**config.mk**
```make
export PLATFORM = sky130hd
export DESIGN_NAME = i2s_transmit_24
export DESIGN_NICKNAME = d
export VERILOG_FILES = /design/src/rtl/i2s_pkg.sv /design/src/rtl/i2s_edge_det.sv /design/src/rtl/i2s_transmit_24.sv
export SDC_FILE = /design/constraint.sdc
export NUM_CORES = 1
export LEC_CHECK = 0
export ABC_AREA = 1
export BUFFER_PORTS_ARGS = -buffer_cell sky130_fd_sc_hd__buf_2
export CAP_MARGIN = 0
export CORE_UTILIZATION = 60
export CTS_CLUSTER_DIAMETER = 30
export DETAILED_ROUTE_END_ITERATION = 10
export PLACE_DENSITY_LB_ADDON = 0.08
export SETUP_SLACK_MARGIN = 0.4
export SYNTH_ARGS = -nofsm -noshare
export SYNTH_HDL_FRONTEND = slang
export SYNTH_SLANG_ARGS = --single-unit
```
**constraint.sdc**
```tcl
create_clock -name clk_i -period 9 [get_ports clk_i]
set_input_delay 1.8 -clock clk_i [delete_from_list [all_inputs] [get_ports clk_i]]
set_output_delay 1.8 -clock clk_i [all_outputs]
set_load 0.01 [all_outputs]
```
**src/rtl/i2s_pkg.sv**
```systemverilog
// Shared I2S definitions: default sample/slot widths and stereo sample types,
// imported by both the transmitter and the capture side.
package i2s_pkg;

    localparam int I2S_DATA_W = 24;
    localparam int I2S_SLOT_W = 32;

    typedef logic signed [I2S_DATA_W-1:0] sample_t;

    typedef struct packed {
        sample_t left;
        sample_t right;
    } stereo_t;

endpackage

```
**src/rtl/i2s_edge_det.sv**
```systemverilog
// SCK edge strobes and WS transition detect, all in the clk_i domain.
// ws_edge fires only on an SCK falling edge where WS differs from its last sampled value.
module i2s_edge_det (
    input  logic clk_i,
    input  logic rst_i,
    input  logic sck_i,
    input  logic ws_i,
    output logic sck_fall_o,
    output logic sck_rise_o,
    output logic ws_edge_o
);

    logic sck_q, sck_d;
    logic ws_last_q, ws_last_d;

    always_comb begin
        sck_d      = sck_i;
        sck_fall_o = sck_q & ~sck_i;
        sck_rise_o = ~sck_q & sck_i;
        ws_edge_o  = sck_fall_o & (ws_i != ws_last_q);
        ws_last_d  = sck_fall_o ? ws_i : ws_last_q;
    end

    always_ff @(posedge clk_i or posedge rst_i) begin
        if (rst_i) begin
            sck_q     <= 1'b0;
            ws_last_q <= 1'b0;
        end else begin
            sck_q     <= sck_d;
            ws_last_q <= ws_last_d;
        end
    end

endmodule

```
**src/rtl/i2s_transmit_24.sv**
```systemverilog
// I2S transmitter: 1-deep staged stereo pair, serialised MSB-first one SCK after each WS edge.
// Optional macro I2S_TX_UNDERRUN_CNT_EN adds a saturating 16-bit underrun counter output.
module i2s_transmit_24
    import i2s_pkg::*;
#(
    parameter int DATA_W = I2S_DATA_W,
    parameter int SLOT_W = I2S_SLOT_W
) (
    input  logic              clk_i,
    input  logic              rst_i,
    input  logic              sck_i,
    input  logic              ws_i,
    input  logic signed [DATA_W-1:0] left_i,
    input  logic signed [DATA_W-1:0] right_i,
    input  logic              valid_i,
    output logic              ready_o,
    output logic              sd_o,
    output logic              underrun_o
`ifdef I2S_TX_UNDERRUN_CNT_EN
    ,
    output logic [15:0]       underrun_cnt_o
`endif
);

    localparam int PAD_W = SLOT_W - DATA_W;

    logic sck_fall, ws_edge, sck_rise_unused;

    i2s_edge_det u_edge_det (
        .clk_i      (clk_i),
        .rst_i      (rst_i),
        .sck_i      (sck_i),
        .ws_i       (ws_i),
        .sck_fall_o (sck_fall),
        .sck_rise_o (sck_rise_unused),
        .ws_edge_o  (ws_edge)
    );

    logic              stage_valid_q, stage_valid_d;
    logic [DATA_W-1:0] stage_l_q, stage_l_d, stage_r_q, stage_r_d;
    logic [DATA_W-1:0] act_l_q, act_l_d, act_r_q, act_r_d;
    logic [SLOT_W-1:0] shreg_q, shreg_d;
    logic              sd_q, sd_d;
    logic              underrun_q, underrun_d;
    logic              synced_q, synced_d;
    logic              transfer, frame_start, run;

    always_comb begin
        transfer      = valid_i & ~stage_valid_q;
        frame_start   = ws_edge & ~ws_i;
        // The very first left-slot start is already a fully live frame.
        run           = synced_q | frame_start;

        stage_valid_d = stage_valid_q;
        stage_l_d     = stage_l_q;
        stage_r_d     = stage_r_q;
        act_l_d       = act_l_q;
        act_r_d       = act_r_q;
        shreg_d       = shreg_q;
        sd_d          = sd_q;
        underrun_d    = 1'b0;
        synced_d      = synced_q;

        if (transfer) begin
            stage_valid_d = 1'b1;
            stage_l_d     = left_i;
            stage_r_d     = right_i;
        end

        // Staging is full whenever it is consumed here, so no transfer can collide.
        if (frame_start) begin
            synced_d = 1'b1;
            if (stage_valid_q) begin
                act_l_d       = stage_l_q;
                act_r_d       = stage_r_q;
                stage_valid_d = 1'b0;
            end else begin
                act_l_d    = '0;
                act_r_d    = '0;
                underrun_d = 1'b1;
            end
        end

        if (ws_edge && run) begin
            shreg_d = {(ws_i ? act_r_q : act_l_d), {PAD_W{1'b0}}};
            sd_d    = 1'b0;
        end else if (sck_fall && synced_q) begin
            sd_d    = shreg_q[SLOT_W-1];
            shreg_d = {shreg_q[SLOT_W-2:0], 1'b0};
        end
    end

    always_ff @(posedge clk_i or posedge rst_i) begin
        if (rst_i) begin
            stage_valid_q <= 1'b0;
            stage_l_q     <= '0;
            stage_r_q     <= '0;
            act_l_q       <= '0;
            act_r_q       <= '0;
            shreg_q       <= '0;
            sd_q          <= 1'b0;
            underrun_q    <= 1'b0;
            synced_q      <= 1'b0;
        end else begin
            stage_valid_q <= stage_valid_d;
            stage_l_q     <= stage_l_d;
            stage_r_q     <= stage_r_d;
            act_l_q       <= act_l_d;
            act_r_q       <= act_r_d;
            shreg_q       <= shreg_d;
            sd_q          <= sd_d;
            underrun_q    <= underrun_d;
            synced_q      <= synced_d;
        end
    end

    assign ready_o    = ~stage_valid_q;
    assign sd_o       = sd_q;
    assign underrun_o = underrun_q;

`ifdef I2S_TX_UNDERRUN_CNT_EN
    logic [15:0] underrun_cnt_q, underrun_cnt_d;

    always_comb begin
        underrun_cnt_d = underrun_cnt_q;
        if (underrun_q && (underrun_cnt_q != 16'hFFFF)) begin
            underrun_cnt_d = underrun_cnt_q + 16'd1;
        end
    end

    always_ff @(posedge clk_i or posedge rst_i) begin
        if (rst_i) begin
            underrun_cnt_q <= '0;
        end else begin
            underrun_cnt_q <= underrun_cnt_d;
        end
    end

    assign underrun_cnt_o = underrun_cnt_q;
`endif

endmodule

```
==> impl_results.md <==
- Synth warnings: 0
- Syn nets: 648
- Final WL: 11580 um
- P per Cell Area: 324.9 nW/um2
- Post-route DRC: 5
- DPL Wire Length: 7297 um
- Max clock buf depth: 2
- WP data required: 9.43 ns
- Final Max Slew Viols: 0
- Yosys top cell by area: dfrtp_1
- Sequential element share of the synthesized area: 57.04%
- Pin count of the biggest net entering global routing: 96
- Post-synth top cells: nand2_1, dfrtp_1, nand3_1, nor2_1
- Setup violations, final: 0
- Synth top area share: 57.04%
- Total setup buffers inserted after CTS: 0
- GP Congestion: 0.8178
- Vias: 4194
- Share of layout cells above drive strength 1: 22.57%
- Final period util: 41.12%
- Final hold violations: 0
- FF+latch count, synth: 126
- GRT overflow: 0
- CTS Hold Buffers Added: 0
- Initial antenna violation count: 0
- Distinct cells, synth: 18
- Die width: 97.99 um
- CTS root buffer: clkbuf_8
- First-pass GRT wire length: 19980 um
- Clock share of power: 31.9%
- Logic pwr share: 23.3%
- Initial Utilization: 62.77%
- Core area: 8806 um2
- WS Path Type: in2reg
- Ys async rst share: 100.0%
- Reg power frac: 44.8%
- Grt met3 use: 4.939%
- Die area: 9601 um2
- Post-synth EDFFs: 0
- CP arrival: 4.13 ns
- Count leader, synth: nand2_1
- Clock latency on the worst-skew pair: 0.51 ns
- Number of cell rows: 34
- Clk pin slew, worst setup/hold paths: 0.06 ns
- Fin Setup TNS: 0 ns
- Crit path max fanout: 95
- Crit start category: input port
- IO Port Bufs: 55
- FILL cells: 667
- Pwr Total: 2067 uW
- Drt initial violations: 360
- GR Util met2: 43.01%
- Worst Skew: 0.007720 ns
- Most Frequent Cell on Critical Path: inv_2
- LEAKAGE: 0.003211 uW
- Status: finished with violations
- Max Freq: 0.2702 GHz
- Hold slack: 0.4783 ns
- Bufs and invs on worst path: 4
- Met1 Use GR: 36.49%
- Min-Delay Path Class: reg2reg
- Wirelength per Cell: 15.34 um
- Slew margin rel.: 25.72%
- Post-Synthesis Cell Area: 5528 um2
- Peak supply drop: 249.1 uV
- First drt pass iteration count: 10
- DRT antenna net count: 0
- CTS HTree Levels: 4
- Ant. Diodes: 0
- Failing checks: design-rule violations
- Syn_area_per_cell: 9.290 um2
- CP endpoint kind: register
- Final nets: 687
- CTS-repair resized insts: 0
- IO Pins: 56
- Fin crit period: 3.701 ns
- Switching Share: 31.18%
- Worst-Margin Slew: 1.110 ns
- Most used DFF post-synth: dfrtp_1
- CTS Buf Count: 17
- Slowest cell on the critical path: buf_4
- CP peak stage delay: 0.67 ns
- Int Pwr: 1422 uW
- Psw: 644.4 uW
- Layout area overhead: 15.07%
- Vias/cell: 5.555
- CTS sink cnt: 126
- Dpl ws: 4.857 ns
- Max cap viols: 0
- Top post-synthesis cells by area: dfrtp_1, nand2_1, mux2_2
- Delay-heaviest family, CP: buffers and inverters
- Worst-path cell chain: buf_2 > inv_2 > nand4_4 > buf_4 > inv_2 > nor2_4 > o21ai_0 > a21oi_1
- Unrepaired setup endpoints after global routing: no
- Post-Syn Instances: 595
- Total track usage: 26.65%
- Vias in the first global route: 4100
- Crit path setup slack, layout: 5.299 ns
- CTS tree: built
- Die Y: 97.99 um
- GR peak layer: met2
[layout make-up]
| cell class | instances | area (um2) | share of cell area [%] |
|---|---|---|---|
| Sequential cell | 126 | 3153 | 49.57 |
| Multi-Input combinational cell | 399 | 2076 | 32.63 |
| Clock buffer | 17 | 414.1 | 6.511 |
| Timing Repair Buffer | 58 | 297.8 | 4.681 |
| Clock inverter | 15 | 162.7 | 2.557 |
| Tap cell | 108 | 135.1 | 2.124 |
| Inverter | 32 | 122.6 | 1.928 |
[path summary, 6_finish.rpt]
check,from,end,slack (ns),depth (start not counted)
max,ws_i,shreg_q[27]$_DFFE_PP0P_,5.30,8
min,act_l_q[10]$_DFF_PP0_,act_l_q[10]$_DFF_PP0_,0.48,2
max reg2reg,u_edge_det.ws_last_q$_DFFE_PP0N_,shreg_q[27]$_DFFE_PP0P_,6.18,6
min reg2reg,act_l_q[10]$_DFF_PP0_,act_l_q[10]$_DFF_PP0_,0.48,2
max in group asynchronous,rst_i,act_l_q[2]$_DFF_PP0_,6.30,3
min in group asynchronous,rst_i,stage_r_q[21]$_DFFE_PP0P_,1.43,2
[worst reg2reg max path, stage by stage, from the launching register on]
cell and delay [ns]:
dfrtp_1 0.74, nand4_4 0.27, buf_4 0.67, inv_2 0.24, nor2_4 0.43, o21ai_0 0.21
a21oi_1 0.19
[power groups by stage]
| stage | sequential (uW) | combinational, uW | clock [uW] |
|---|---|---|---|
| 2_1_floorplan | 888 | 394 | 0 |
| 5_1_grt | 953 | 557 | 691 |
| 6_report | 925 | 482 | 659 |
| 3_3_place_gp | 922 | 462 | 0 |
| 3_5_place_dp | 927 | 484 | 0 |
| 4_1_cts | 923 | 490 | 668 |
[flip-flops by register name (all words and copies together), names as in the netlist]
register / flops
stage_l_q: 24
synced_q: 1
u_edge_det.ws_last_q: 1
shreg_q: 24
u_edge_det.sck_q: 1
sd_o: 1
act_r_q: 24
stage_r_q: 24
act_l_q: 24
underrun_o: 1
stage_valid_q: 1
[stage by stage]
stage | utilization, % | area (um2) | std cells
after floorplan | - | 5528 | 595
after detailed placement | 65.69 | 5784 | 723
after CTS | 72.24 | 6361 | 755
final | 72.24 | 6361 | 755
after global placement | 65.69 | 5784 | 723
after global routing | 72.24 | 6361 | 755
[routing by layer]
layer	routed length (um)	vias to the layer above
met5	0	-
met4	212	0
met3	503	22
met2	5662	129
met1	5201	2026
li1	-	2017
[cells in the final DEF (no fill, tap or decap), types with 3 or more instances in the layout]
master     Yosys  final
clkinv_2       0      3
nor2_1        50     50
mux2_2        48     48
buf_2         14     55
o21ai_0       48     48
inv_1         30     29
clkinv_4       0      4
a21oi_1       48     48
inv_6          0      3
nand3_1       52     52
clkbuf_16      0     16
buf_4          5      3
dfrtp_1      126    126
nand2_1      149    148
[kinds of logic after synthesis]
logic type      count (synthesis)  share of synthesized area, %
compound gates                 96                         8.692
buf+inv                        70                         5.455
flops                         126                         57.04
mux                            48                         9.778
simple gates                  255                         19.04
No activity file was read; power rests on OpenSTA's default activity.
